`src/rtl/ram_reader_pkg.sv`:
```
// Shared constants and types for the ram_reader read-out engine.
//   ADDR_W / DATA_W / DEPTH : geometry of the 32x4 RAM being scanned
//   state_t                 : scan FSM states
//   addr_t / word_t         : RAM address and word types
//   cnt_t                   : word-count type (one bit wider than an address)
package ram_reader_pkg;

  localparam int unsigned ADDR_W = 5;
  localparam int unsigned DATA_W = 4;
  localparam int unsigned DEPTH  = 32;
  localparam int unsigned CNT_W  = ADDR_W + 1;

  typedef enum logic [1:0] {
    IDLE    = 2'd0,
    READ    = 2'd1,
    CAPTURE = 2'd2,
    HOLD    = 2'd3
  } state_t;

  typedef logic [ADDR_W-1:0] addr_t;
  typedef logic [DATA_W-1:0] word_t;
  typedef logic [CNT_W-1:0]  cnt_t;

endpackage : ram_reader_pkg

```
`src/rtl/ram_reader.sv`:
```
// Sequential read-out engine for the 32x4 synchronous RAM. A start pulse
// in IDLE launches a scan of `count` words (clamped to DEPTH) beginning at
// `first_addr` and wrapping modulo DEPTH; each word is presented as an
// address/data pair on a valid/ready stream.
//   clock, reset       : clock and asynchronous active-high reset
//   start              : begin a scan (ignored unless idle)
//   first_addr, count  : scan range, sampled with start
//   ram_address        : RAM address, always the current-address register
//   ram_wren           : RAM write enable, tied low
//   ram_q              : RAM read data
//   out_valid/out_ready: output stream handshake
//   out_addr, out_data : presented word and its address
//   busy               : high whenever not idle
//   done               : one-cycle pulse when a scan finishes
module ram_reader
  import ram_reader_pkg::*;
#(
  parameter int unsigned ADDR_W = ram_reader_pkg::ADDR_W,
  parameter int unsigned DATA_W = ram_reader_pkg::DATA_W,
  parameter int unsigned DEPTH  = ram_reader_pkg::DEPTH
) (
  input  logic              clock,
  input  logic              reset,
  input  logic              start,
  input  logic [ADDR_W-1:0] first_addr,
  input  logic [ADDR_W:0]   count,
  output logic [ADDR_W-1:0] ram_address,
  output logic              ram_wren,
  input  logic [DATA_W-1:0] ram_q,
  output logic              out_valid,
  input  logic              out_ready,
  output logic [ADDR_W-1:0] out_addr,
  output logic [DATA_W-1:0] out_data,
  output logic              busy,
  output logic              done
);

  localparam int unsigned CW = ADDR_W + 1;

  state_t            state;
  logic [ADDR_W-1:0] cur_addr;
  logic [CW-1:0]     remaining;
  logic [CW-1:0]     count_clamped;

  // Requests larger than the RAM read every word exactly once.
  always_comb begin
    count_clamped = count;
    if (count > CW'(DEPTH)) begin
      count_clamped = CW'(DEPTH);
    end
  end

  // The engine only reads; the RAM sees the current address directly.
  assign ram_address = cur_addr;
  assign ram_wren    = 1'b0;

  // Scan FSM with registered outputs.
  always_ff @(posedge clock or posedge reset) begin
    if (reset) begin
      state     <= IDLE;
      cur_addr  <= '0;
      remaining <= '0;
      out_valid <= 1'b0;
      out_addr  <= '0;
      out_data  <= '0;
      busy      <= 1'b0;
      done      <= 1'b0;
    end else begin
      done <= 1'b0;
      case (state)
        IDLE: begin
          if (start) begin
            if (count_clamped != '0) begin
              cur_addr  <= first_addr;
              remaining <= count_clamped;
              busy      <= 1'b1;
              state     <= READ;
            end else begin
              // Empty scan: finish immediately without emitting anything.
              done <= 1'b1;
            end
          end
        end

        // Address is held for the whole cycle; the RAM registers it at the
        // closing edge and its data is available in CAPTURE.
        READ: begin
          state <= CAPTURE;
        end

        CAPTURE: begin
          out_data  <= ram_q;
          out_addr  <= cur_addr;
          out_valid <= 1'b1;
          state     <= HOLD;
        end

        HOLD: begin
          if (out_ready) begin
            out_valid <= 1'b0;
            remaining <= remaining - CW'(1);
            if (remaining == CW'(1)) begin
              done  <= 1'b1;
              busy  <= 1'b0;
              state <= IDLE;
            end else begin
              // Natural ADDR_W-bit overflow wraps modulo DEPTH.
              cur_addr <= cur_addr + ADDR_W'(1);
              state    <= READ;
            end
          end
        end

        default: begin
          busy  <= 1'b0;
          state <= IDLE;
        end
      endcase
    end
  end

endmodule : ram_reader

```
`config.mk`:
```
export PLATFORM = sky130hd
export DESIGN_NAME = ram_reader
export DESIGN_NICKNAME = d
export VERILOG_FILES = /design/src/rtl/ram_reader_pkg.sv /design/src/rtl/ram_reader.sv
export SDC_FILE = /design/constraint.sdc
export NUM_CORES = 1
export LEC_CHECK = 0
export ABC_AREA = 1
export BUFFER_PORTS_ARGS = -buffer_cell sky130_fd_sc_hd__buf_4
export CORE_MARGIN = 2
export CORE_UTILIZATION = 41
export DETAILED_ROUTE_END_ITERATION = 12
export GPL_TIMING_DRIVEN = 0
export HOLD_SLACK_MARGIN = 0.1
export PLACE_DENSITY = 0.63
export SLEW_MARGIN = 20
export SYNTH_ARGS = -nofsm -noshare
export SYNTH_HDL_FRONTEND = slang
export SYNTH_SLANG_ARGS = --single-unit
```
`constraint.sdc`:
```
create_clock -name clock -period 1.7 [get_ports clock]
set_input_delay 0.34 -clock clock [delete_from_list [all_inputs] [get_ports clock]]
set_output_delay 0.34 -clock clock [all_outputs]
set_load 0.02 [all_outputs]
```
==> results by group, run 1 <==
Outcome
  – Outcome: finished, final reports clean

Critical path
  – Ordered cell list for the critical path: inv_2 -> ha_2 -> inv_2 -> or2_2 -> nand2_4 -> inv_2 -> nand2_2 -> nor2_4 -> nand2_1 -> nand2_1
  – R2R Path Start: state[0]$_DFFE_PP0P_
  – CP max-delay cell: dfrtp_1
  – Crit. Startpoint: state[0]$_DFFE_PP0P_
  – Bufs and invs on worst path: 3
  – Crit Path Class: reg -> reg
  – Most used cell, CP: inv_2
  – Delay of the slowest critical-path stage: 0.44 ns
  – Delay-heaviest family, CP: simple AND/OR/NAND/NOR gates
  – Critical path data arrival time: 1.82 ns
  – Worst Setup End Kind: flip-flop
  – CP required: 1.92 ns
  – Worst-path fanout max: 6
  – Nature of the critical path startpoint: flip-flop

Route
  – ANT nets after route: 0
  – Routed len/inst: 11.15 um
  – WL final: 3255 um
  – First-pass DRT Iterations: 4
  – DR iter-0 viols: 53
  – Vias/cell: 4.671
  – # DRC: 0
  – Routed via count: 1,364

Logic synthesis
  – Post-synthesis cell count: 203
  – Synth Area per Inst: 7.150 sq um
  – Ys Warns: 0
  – Synth Cell Area: 1451 sq um
  – Syn nets: 229
  – Flops & latches, synth: 25
  – Sequential share of the synthesized area: 43.10%
  – Number of distinct library cells after synthesis: 23

Die
  – Die Height: 63.50 um
  – Core box area: 3363 sq um
  – # IOs: 37
  – Die width: 63.50 um
  – Starting density of the core: 43.15%
  – Die area: 4032 sq um
  – Row count: 21

Global route
  – Vias in the first global route: 1,350
  – Largest net degree at the start of global routing: 26
  – GRT Total Usage: 18.11%
  – First-pass GRT wire length: 5920 um
  – Initial antenna violation count: 0
  – Gr ovfl total: 0

Finish
  – NumNets Final: 273
  – Diode count: 0
  – Layout filler cell count: 361
  – Area grow syn2layout: 29.31%
  – Layout cell share with drive strength beyond 1: 26.83%
  – Layout Cells excl Fill: 292

STA
  – Final Hold Vio Count: 0
  – Setup total negative slack: 0 ns
  – Final Critical Period: 1.599 ns
  – Fmax: 625.5 MHz
  – Final Setup Violations: 0
  – Final period utilization: 94.04%
  – Hold_ws: 0.08638 ns
  – Slew HR: 39.57%
  – Unrepaired setup endpoints after global routing: yes
  – Worst-Margin Slew: 0.9009 ns
  – Clock Skew: 0.007562 ns
  – Worst setup margin: 0.1014 ns
  – Pins Over Slew Limit: 0

Run
  – Max Cap Viol: 0

Power and ir drop
  – Cell internal pwr: 1855 uW
  – Clock Power Share: 7.5%
  – Logic pwr share: 62.3%
  – Pwr Density: 1919 nW/um^2
  – Total power: 3602 uW
  – Sw Ratio: 48.49%
  – Total leakage power: 0.001030 uW
  – Switching power: 1747 uW
  – Maximum vdd drop: 1.221 mV
  – Seq pwr share: 30.1%

Hold path
  – Hold crit path type: in -> async

Clocking
  – CTS buffer count: 3
  – Clk buf depth: 2
  – Clock Pin Slew Worst Setup and Hold Paths: 0.14 ns
  – Sinks on Clock Net: 25
  – H-tree Lvls: 1
  – Root Driver: clkbuf_4
  – Worst skew pair latency: 0.32 ns
  – CTS tree: yes

Place
  – Final HPWL DP: 2362 um
  – DP Worst Slack: -0.003369 ns
  – PortBufs: 35
  – Placer Congestion: 0.7877
  – Dpl cells: 284
==> power by group through the flow <==
| stage | clock network (uW) | registers [uW] | logic, uW |
|---|---|---|---|
| final | 272 | 1090 | 2240 |
| after global routing | 311 | 1130 | 2560 |
| after CTS | 284 | 1080 | 2140 |
| after detailed placement | 0 | 1100 | 2070 |
| after global placement | 0 | 1090 | 2050 |
| after floorplan | 0 | 1270 | 1260 |
==> routing by layer <==
metal	up-vias	routed length [um]	track usage (%)
met5	-	0	0
met4	0	15	5.707
met3	2	192	3.214
met2	36	1485	30.00
met1	605	1562	23.98
li1	721	-	-
==> layout make-up <==
| cell class | instances | area (sq um) | area share, % |
|---|---|---|---|
| multi-input combinational | 156 | 770.7 | 41.07 |
| sequential | 25 | 625.6 | 33.33 |
| timing repair buffer | 39 | 305.3 | 16.27 |
| inverter | 17 | 63.81 | 3.400 |
| tap | 46 | 57.56 | 3.067 |
| buffer | 5 | 26.28 | 1.400 |
| clock buffer | 3 | 22.52 | 1.200 |
| clock inverter | 1 | 5.005 | 0.2667 |
==> final timing paths <==
path                                                 end  slack, ns  depth (start not counted)
worst min register to register   out_data[1]$_DFFE_PP0P_       0.49                          2
max in group asynchronous       remaining[0]$_DFFE_PP0P_       1.20                          2
worst max register to register  remaining[1]$_DFFE_PP0P_       0.10                         10
min in group clock               out_data[1]$_DFFE_PP0P_       0.21                          3
worst max-delay path            remaining[1]$_DFFE_PP0P_       0.10                         10
worst min-delay path             out_addr[0]$_DFFE_PP0P_       0.09                          2
==> timing repair <==
action                     in CTS  in global routing
pin swaps                       1                  0
gates resized for setup         4                  9
buffers inserted                1                  3
gates cloned                    1                  0
hold buffers                    0                  0
setup endpoints to repair       7                 23
==> Yosys cell counts (all sizes together) <==
library cell	count	share of area, %
xnor2	2	1.2
nand4	4	1.7
inv	17	4.4
ha	7	6.0
nor2	13	4.1
nand2	92	24
conb	1	0.26
dfrtp	25	43
a21oi	3	1.0
nand3b	1	0.52
or2	4	1.7
buf	3	1.2
o21ai	8	2.8
clkbuf	3	0.78
nand3	20	6.9
==> through the flow <==
stage,utilization (%),cell area (sq um)
finish,55.80,1877
global route,55.80,1877
CTS,54.35,1828
detailed placement,52.68,1772
global placement,52.68,1772
floorplan,-,1451
==> state kept, by name (all words and copies together) (netlist names) <==
| register | flops |
|---|---|
| remaining | 6 |
| out_addr | 5 |
| ram_address | 5 |
| out_data | 4 |
| state | 2 |
| busy | 1 |
| done | 1 |
| out_valid | 1 |
==> kinds of logic after synthesis <==
kind of cell             Yosys count  synth area share [%]
AND/OR/NAND/NOR                  134                 39.23
flip-flops                        25                 43.10
other                              1                0.2584
adder cells (fa/ha/maj)            7                 6.034
AO/OA/AOI/OAI                     11                 3.792
XOR/XNOR                           2                 1.207
buffers and inverters             23                 6.379
==> cells in the final DEF (no fill, tap or decap), types with 3 or more instances in the layout <==
master,count
a21oi_1,3
buf_4,39
clkbuf_4,3
dfrtp_1,25
ha_1,4
ha_2,3
inv_1,11
inv_2,5
nand2_1,88
nand2_2,3
nand3_1,20
nand4_1,4
nor2_1,10
nor2_4,3
o21ai_0,5
Power figures use the tool's default switching activity.
==> run 2, diff against run 1 <==
--- a/config.mk
+++ b/config.mk
@@ -5,14 +5,13 @@
 export SDC_FILE = /design/constraint.sdc
 export NUM_CORES = 1
 export LEC_CHECK = 0
-export ABC_AREA = 1
 export BUFFER_PORTS_ARGS = -buffer_cell sky130_fd_sc_hd__buf_4
 export CORE_MARGIN = 2
 export CORE_UTILIZATION = 41
 export DETAILED_ROUTE_END_ITERATION = 12
 export GPL_TIMING_DRIVEN = 0
 export HOLD_SLACK_MARGIN = 0.1
-export PLACE_DENSITY = 0.63
+export PLACE_DENSITY = 0.64
 export SLEW_MARGIN = 20
 export SYNTH_ARGS = -nofsm -noshare
 export SYNTH_HDL_FRONTEND = slang
==> run 2 against run 1 <==
  * The run now ends with setup timing left
  * Sequential power rose by 4%
  * Global-route usage rose by 0.26 points
  * Via count fell by 7.7%
  * Power is 15% higher
  * Largest power group unchanged
  * Final cell count fell by 21%
  * Non-clock buffer count grew 12
  * Worst setup slack got worse by 0.31 ns
  * Maximum frequency fell by 16%
  * Critical path depth is 2 lower
==> results by group, run 2 <==
Clocking
  – Clk buf depth: 2 (unchanged)
  – CTS buffer count: 3 (unchanged)
  – CTS tree: yes (unchanged)
  – Clock Pin Slew Worst Setup and Hold Paths: 0.15 ns (was 0.14 ns)
  – Root Driver: clkbuf_4 (unchanged)
  – H-tree Lvls: 1 (unchanged)
  – Worst skew pair latency: 0.34 ns (was 0.32 ns)
  – CTS Hold Buffers Added: 0 (unchanged)
  – Sinks on Clock Net: 25 (unchanged)

Critical path
  – Worst-path fanout max: 6 (unchanged)
  – Worst Setup End Kind: flip-flop (unchanged)
  – Most used cell, CP: buf_6 (was inv_2)
  – R2R Setup Slk: -0.21 ns (was 0.10 ns)
  – Crit. Startpoint: state[0]$_DFFE_PP0P_ (unchanged)
  – Crit Path Class: reg -> reg (unchanged)
  – CP required: 1.94 ns (was 1.92 ns)
  – Reg-to-Reg End: remaining[5]$_DFFE_PP0P_ (was remaining[1]$_DFFE_PP0P_)
  – Critical path data arrival time: 2.15 ns (was 1.82 ns)
  – Nature of the critical path startpoint: flip-flop (unchanged)
  – R2R Path Start: state[0]$_DFFE_PP0P_ (unchanged)
  – Ordered cell list for the critical path: inv_2 -> ha_4 -> buf_4 -> a311o_1 -> or2_1 -> buf_6 -> buf_6 -> o22a_1 (was inv_2 -> ha_2 -> inv_2 -> or2_2 -> nand2_4 -> inv_2 -> nand2_2 -> nor2_4 -> nand2_1 -> nand2_1)
  – FF-to-FF path depth: 8 (was 10)
  – CP max-delay cell: dfrtp_1 (unchanged)
  – Critical Path Sink: remaining[5]$_DFFE_PP0P_ (was remaining[1]$_DFFE_PP0P_)
  – Delay of the slowest critical-path stage: 0.46 ns (was 0.44 ns)

Finish
  – Layout cell share with drive strength beyond 1: 47.03% (was 26.83%)
  – NumNets Final: 212 (was 273)
  – Top reg by flops: remaining (unchanged)
  – FF/Latch Area: 626.9 sq um (was 625.6 sq um)
  – Commonest non-fill, non-tap cells in the layout: 49 x buf_4, 24 x dfrtp_1, 10 x mux2_2 (was 88 x nand2_1, 39 x buf_4, 25 x dfrtp_1)
  – Layout filler cell count: 331 (was 361)
  – Max reg flops: 6 (unchanged)
  – Diode count: 0 (unchanged)
  – Multi-input gate area: 788.3 sq um (was 770.7 sq um)
  – Commonest non-fill, non-tap cell in the layout: buf_4 (was nand2_1)
  – Area grow syn2layout: 39.05% (was 29.31%)

Route
  – # DRC: 0 (unchanged)
  – First-pass DRT Iterations: 4 (unchanged)
  – Routed len/inst: 15.30 um (was 11.15 um)
  – Vias/cell: 5.450 (was 4.671)
  – WL final: 3534 um (was 3255 um)
  – ANT nets after route: 0 (unchanged)
  – Routed via count: 1,259 (was 1,364)
  – DR iter-0 viols: 62 (was 53)

Die
  – Core box area: 3311 sq um (was 3363 sq um)
  – Starting density of the core: 42.29% (was 43.15%)
  – Die Height: 62.44 um (was 63.50 um)
  – Die width: 62.44 um (was 63.50 um)
  – # IOs: 37 (unchanged)
  – Row count: 21 (unchanged)
  – Die area: 3898 sq um (was 4032 sq um)

STA
  – Slew HR: 38.86% (was 39.57%)
  – Worst-Margin Slew: 0.9114 ns (was 0.9009 ns)
  – Pins Over Slew Limit: 0 (unchanged)
  – Worst setup margin: -0.2132 ns (was 0.1014 ns)
  – Final Hold Vio Count: 0 (unchanged)
  – Final period utilization: 112.5% (was 94.04%)
  – Clock Skew: 0.006950 ns (was 0.007562 ns)
  – Fmax: 522.7 MHz (was 625.5 MHz)
  – Hold_ws: 0.07048 ns (was 0.08638 ns)
  – Unrepaired setup endpoints after global routing: yes (unchanged)
  – Final Critical Period: 1.913 ns (was 1.599 ns)
  – Final Setup Violations: 14 (was 0)

Power and ir drop
  – Logic pwr share: 65.7% (was 62.3%)
  – Clock Power Share: 7.1% (was 7.5%)
  – Pwr Density: 2124 nW/um^2 (was 1919 nW/um^2)
  – Maximum vdd drop: 1.014 mV (was 1.221 mV)
  – Cell internal pwr: 2324 uW (was 1855 uW)
  – Switching power: 1812 uW (was 1747 uW)
  – Seq pwr share: 27.3% (was 30.1%)
  – Sw Ratio: 43.81% (was 48.49%)
  – Total leakage power: 0.0008455 uW (was 0.001030 uW)

Logic synthesis
  – Most instantiated cells after synthesis: 25 x dfrtp_1, 10 x mux2_2, 9 x nor2_1 (was 89 x nand2_1, 25 x dfrtp_1, 20 x nand3_1)
  – Number of distinct library cells after synthesis: 39 (was 23)
  – Most common cell in the synthesized netlist: dfrtp_1 (was nand2_1)
  – Synth area leader: dfrtp_1 (unchanged)
  – Syn nets: 161 (was 229)
  – Flops & latches, synth: 25 (unchanged)
  – Ranking of synthesized cells by area: dfrtp_1 45%, mux2_2 8.0%, ha_1 6.3% (was dfrtp_1 43%, nand2_1 23%, nand3_1 6.9%)
  – Asr flop ratio synth: 100.0% (unchanged)
  – Post-synthesis cell count: 135 (was 203)
  – Synth Cell Area: 1400 sq um (was 1451 sq um)
  – Synth Area per Inst: 10.37 sq um (was 7.150 sq um)
  – Post-synth EDFFs: 0 (unchanged)
  – Synth Flop Type: dfrtp_1 (unchanged)
  – Ys Warns: 0 (unchanged)
  – Yosys top cell area share: 44.68% (was 43.10%)
  – Sequential share of the synthesized area: 44.68% (was 43.10%)

Place
  – Placer Congestion: 0.7994 (was 0.7877)
  – Final HPWL DP: 2480 um (was 2362 um)
  – PortBufs: 35 (unchanged)
  – DP Worst Slack: -0.3305 ns (was -0.003369 ns)

Hold path
  – Hold crit path type: in -> async (unchanged)

Global route
  – Gr ovfl total: 0 (unchanged)
  – Vias in the first global route: 1,237 (was 1,350)
  – Largest net degree at the start of global routing: 26 (unchanged)
  – Initial antenna violation count: 0 (unchanged)
  – GRT Total Usage: 18.37% (was 18.11%)
  – First-pass GRT wire length: 5796 um (was 5920 um)

Run
  – Max Cap Viol: 0 (unchanged)

Outcome
  – Failing checks: setup timing
  – Outcome: complete, but fails checks (was finished, final reports clean)
run 2: cell count changes after synthesis, sizes merged, moves of 4 or more:
| cell | delta |
|---|---|
| nand2 | -86 |
| nand3 | -18 |
| mux2 | +10 |
| inv | -9 |
| a211oi | +7 |
| o22a | +5 |
| nor2 | -4 |
| o21ai | -4 |
run 2: per-stage QoR:
step	setup TNS (ns)	cells	util (%)	total power, uW	instance area, sq um
finish	-2.230	231	58.81	4135	1947
global route	-3.185	231	58.81	4434	1947
CTS	-3.481	227	56.46	3947	1869
detailed placement	-3.798	216	52.65	3385	1743
global placement	-3.131	216	52.65	3296	1743
floorplan	-1.661	135	-	2678	1423
run 2: cells by family (layout without fill, tap and decap cells):
| family | Yosys count | in the layout | share of synthesized area (%) |
|---|---|---|---|
| flip-flops | 25 | 25 | 44.68 |
| buffers and inverters | 18 | 68 | 6.255 |
| AND/OR/NAND/NOR | 35 | 35 | 14.03 |
| adder cells (fa/ha/maj) | 7 | 7 | 6.255 |
| AO/OA/AOI/OAI | 39 | 39 | 20.47 |
| other | 1 | 1 | 0.2678 |
| multiplexers | 10 | 10 | 8.043 |
run 2: layer usage:
layer  up-vias  GRT usage (%)  wire (um)
li1        605              -          -
met1       616          23.51       1472
met2        34          31.85       1836
met3         4          2.883        176
met4         0          5.833         48
met5         -              0          0
run 2: worst min-delay path by stage:
stage	startpoint	slack, ns	depth (start not counted)	end
after CTS	out_ready	0.18	2	out_valid$_DFFE_PP0P_
after floorplan	reset	0.37	1	busy$_DFFE_PP0P_
after detailed placement	remaining[5]$_DFFE_PP0P_	0.49	1	remaining[5]$_DFFE_PP0P_
final	reset	0.07	2	out_addr[1]$_DFFE_PP0P_
after global routing	reset	0.11	2	out_addr[1]$_DFFE_PP0P_
after global placement	out_data[1]$_DFFE_PP0P_	0.49	1	out_data[1]$_DFFE_PP0P_
run 2: power groups by stage:
stage | clock network [uW] | registers (uW) | logic (uW)
6_report | 292 | 1130 | 2720
5_1_grt | 325 | 1170 | 2940
4_1_cts | 303 | 1120 | 2520
3_5_place_dp | 0 | 1130 | 2260
3_3_place_gp | 0 | 1100 | 2190
2_1_floorplan | 0 | 1300 | 1370
run 2: cell type report:
type,count,area share (%)
plain buffers,8,2.571
flip-flops and latches,25,32.20
multi-input cells,92,40.49
clock buffers,3,1.157
inverters,8,1.542
well taps,46,2.956
clock inverters,1,0.3856
repair buffers,48,18.70
run 2: what timing repair did:
item                                    CTS  global route
endpoints found under the setup margin   18            19
buffers inserted                          8             5
pin swaps                                 7             6
gates cloned                              0             0
resized for setup                        13            17
run 2: critical path: cells and delay by family, from the launching register on:
| family | cells | cell delay, ns |
|---|---|---|
| DFF | 1 | 0.46 |
| adders and majority gates | 1 | 0.16 |
| and+or+nand+nor | 1 | 0.25 |
| buffers and inverters | 4 | 0.46 |
| AOI/OAI and AO/OA | 2 | 0.48 |
==> run 3, diff against run 2 <==
--- a/config.mk
+++ b/config.mk
@@ -5,13 +5,13 @@
 export SDC_FILE = /design/constraint.sdc
 export NUM_CORES = 1
 export LEC_CHECK = 0
+export ABC_AREA = 1
 export BUFFER_PORTS_ARGS = -buffer_cell sky130_fd_sc_hd__buf_4
-export CORE_MARGIN = 2
 export CORE_UTILIZATION = 41
 export DETAILED_ROUTE_END_ITERATION = 12
 export GPL_TIMING_DRIVEN = 0
 export HOLD_SLACK_MARGIN = 0.1
-export PLACE_DENSITY = 0.64
+export PLACE_DENSITY = 0.63
 export SLEW_MARGIN = 20
 export SYNTH_ARGS = -nofsm -noshare
 export SYNTH_HDL_FRONTEND = slang
==> run 3 against run 2 <==
  * Critical path depth grew 1
  * Non-clock buffer count shrank 12
  * Clock skew grew 0.0039 ns
  * Critical path type unchanged
  * Highest routed layer unchanged
  * The run now ends clean
  * Clock-buffer cell count is the same
  * Largest cell class unchanged
==> results by group, run 3 (same netlist as run 1, synthesis figures left out) <==
STA
  – Fmax: 618.0 MHz (was 522.7 MHz)
  – Pins Over Slew Limit: 0 (unchanged)
  – Slew HR: 37.13% (was 38.86%)
  – Final Hold Vio Count: 0 (unchanged)
  – Worst setup margin: 0.08192 ns (was -0.2132 ns)
  – Hold_ws: 0.2204 ns (was 0.07048 ns)
  – Final Critical Period: 1.618 ns (was 1.913 ns)
  – Final Setup Violations: 0 (was 14)
  – Clock Skew: 0.01082 ns (was 0.006950 ns)
  – Final period utilization: 95.18% (was 112.5%)
  – Worst-Margin Slew: 0.9420 ns (was 0.9114 ns)

Die
  – Die Height: 61.50 um (was 62.44 um)
  – Core box area: 3363 sq um (was 3311 sq um)
  – Row count: 21 (unchanged)
  – # IOs: 37 (unchanged)
  – Die area: 3782 sq um (was 3898 sq um)
  – Die width: 61.50 um (was 62.44 um)
  – Starting density of the core: 43.15% (was 42.29%)

Global route
  – First-pass GRT wire length: 5057 um (was 5796 um)
  – Initial antenna violation count: 0 (unchanged)
  – Largest net degree at the start of global routing: 26 (unchanged)
  – Vias in the first global route: 1,188 (was 1,237)
  – Gr ovfl total: 0 (unchanged)
  – GRT Total Usage: 17.89% (was 18.37%)

Critical path
  – CP max-delay cell: dfrtp_1 (unchanged)
  – Delay of the slowest critical-path stage: 0.42 ns (was 0.46 ns)
  – R2R Setup Slk: 0.08 ns (was -0.21 ns)
  – R2R Path Start: state[1]$_DFFE_PP0P_ (was state[0]$_DFFE_PP0P_)
  – Bufs and invs on worst path: 3 (was 4)
  – Worst Setup End Kind: flip-flop (unchanged)
  – CP required: 1.93 ns (was 1.94 ns)
  – Delay-heaviest family, CP: simple AND/OR/NAND/NOR gates (was compound AO/OA/AOI/OAI gates)
  – Nature of the critical path startpoint: flip-flop (unchanged)
  – FF-to-FF path depth: 9 (was 8)
  – Critical path data arrival time: 1.85 ns (was 2.15 ns)
  – Crit Path Class: reg -> reg (unchanged)
  – Ordered cell list for the critical path: inv_1 -> ha_1 -> inv_2 -> or2_2 -> nand2_2 -> nor2_4 -> buf_4 -> nand3_1 -> nand2_1 (was inv_2 -> ha_4 -> buf_4 -> a311o_1 -> or2_1 -> buf_6 -> buf_6 -> o22a_1)
  – Reg-to-Reg End: ram_address[3]$_DFFE_PP0P_ (was remaining[5]$_DFFE_PP0P_)
  – Worst-path fanout max: 7 (was 6)

Finish
  – Design area: 1846 sq um (was 1947 sq um)
  – Diode count: 0 (unchanged)
  – Area grow syn2layout: 27.16% (was 39.05%)
  – NumNets Final: 272 (was 212)
  – Utilization after layout: 54.87% (was 58.81%)
  – Top reg by flops: remaining (unchanged)
  – Layout cell share with drive strength beyond 1: 24.90% (was 47.03%)
  – Commonest non-fill, non-tap cells in the layout: 88 x nand2_1, 40 x buf_4, 25 x dfrtp_1 (was 49 x buf_4, 24 x dfrtp_1, 10 x mux2_2)
  – Max reg flops: 6 (unchanged)
  – Commonest non-fill, non-tap cell in the layout: nand2_1 (was buf_4)

Power and ir drop
  – Seq pwr share: 30.9% (was 27.3%)
  – Total power: 3516 uW (was 4135 uW)
  – Switching power: 1708 uW (was 1812 uW)
  – Clock Power Share: 7.5% (was 7.1%)
  – Total leakage power: 0.001030 uW (was 0.0008455 uW)
  – Pwr Density: 1905 nW/um^2 (was 2124 nW/um^2)
  – Logic pwr share: 61.7% (was 65.7%)
  – Cell internal pwr: 1808 uW (was 2324 uW)
  – Sw Ratio: 48.58% (was 43.81%)
  – Maximum vdd drop: 0.8566 mV (was 1.014 mV)

Route
  – WL final: 3105 um (was 3534 um)
  – ANT nets after route: 0 (unchanged)
  – First-pass DRT Iterations: 4 (unchanged)
  – # DRC: 0 (unchanged)
  – DR iter-0 viols: 57 (was 62)
  – Vias/cell: 4.684 (was 5.450)
  – Routed len/inst: 10.67 um (was 15.30 um)
  – Routed via count: 1,363 (was 1,259)

Clocking
  – H-tree Lvls: 1 (unchanged)
  – Clk buf depth: 2 (unchanged)
  – Worst skew pair latency: 0.31 ns (was 0.34 ns)
  – Clock Pin Slew Worst Setup and Hold Paths: 0.14 ns (was 0.15 ns)
  – CTS tree: yes (unchanged)
  – Sinks on Clock Net: 25 (unchanged)
  – CTS buffer count: 3 (unchanged)
  – Root Driver: clkbuf_4 (unchanged)

Place
  – DP Worst Slack: -0.001622 ns (was -0.3305 ns)
  – Placer Congestion: 0.7863 (was 0.7994)
  – Final HPWL DP: 2330 um (was 2480 um)
  – Dpl cell area: 1772 sq um (was 1743 sq um)
  – PortBufs: 35 (unchanged)

Hold path
  – Hold crit path type: in -> async (unchanged)

Outcome
  – Outcome: finished, final reports clean (was complete, but fails checks)

Run
  – Max Cap Viol: 0 (unchanged)
-- run 3: changes by cell type in the layout (fill, tap and decap cells not counted), moves of 5 or more --
cell,previous run,this run
o22a_1,5,0
nand3_1,2,20
inv_1,4,13
mux2_2,10,0
buf_4,49,40
nand2_1,6,88
-- run 3: worst reg2reg max path, cell delays in order, from the launching register on --
cell     delay [ns]
dfrtp_1        0.42
inv_1          0.11
ha_1           0.20
inv_2          0.06
or2_2          0.28
nand2_2        0.11
nor2_4         0.07
buf_4          0.14
nand3_1        0.08
nand2_1        0.05
-- run 3: final cells by class --
cell class                      count  area (sq um)
Buffer                              5         26.28
Clock buffer                        3         22.52
Clock inverter                      1         5.005
Fill cell                         346          1518
Inverter                           17         63.81
Multi-Input combinational cell    155         752.0
Sequential cell                    25         625.6
Tap cell                           46         57.56
Timing Repair Buffer               39         292.8
-- run 3: per-stage QoR --
step                      instances     TNS (ns)
after floorplan                 203            0
after global placement          284            0
after detailed placement        284    -0.001622
after CTS                       290            0
after global routing            291  -0.00007350
final                           291            0
-- run 3: repair_timing --
item | 4_1_cts | 5_1_grt
setup endpoints to repair | 7 | 23
hold buffers | 0 | 0
resized for setup | 0 | 8
gates cloned | 0 | 0
pin swaps | 1 | 1
setup buffers | 2 | 2
-- run 3: layer usage --
metal	global-route usage [%]	wire [um]
met5	0	0
met4	4.762	15
met3	2.521	130
met2	31.18	1410
met1	23.18	1548
-- run 3: power by group through the flow --
stage | Clock [uW] | Combinational (uW) | Sequential, uW
final | 262 | 2170 | 1080
after global routing | 296 | 2470 | 1130
after CTS | 278 | 2110 | 1090
after detailed placement | 0 | 2070 | 1100
after global placement | 0 | 2050 | 1100
after floorplan | 0 | 1260 | 1270
-- run 3: how the worst max path moves through the flow --
stage | from | to | slack [ns] | cells after the start
after floorplan | state[0]$_DFFE_PP0P_ | remaining[0]$_DFFE_PP0P_ | 0.23 | 10
after global placement | state[0]$_DFFE_PP0P_ | remaining[0]$_DFFE_PP0P_ | 0.02 | 8
after detailed placement | state[0]$_DFFE_PP0P_ | remaining[0]$_DFFE_PP0P_ | -0.002 | 8
after CTS | state[0]$_DFFE_PP0P_ | out_addr[3]$_DFFE_PP0P_ | 0.02 | 7
after global routing | state[1]$_DFFE_PP0P_ | ram_address[0]$_DFFE_PP0P_ | -0.00007 | 9
final | state[1]$_DFFE_PP0P_ | ram_address[3]$_DFFE_PP0P_ | 0.08 | 9
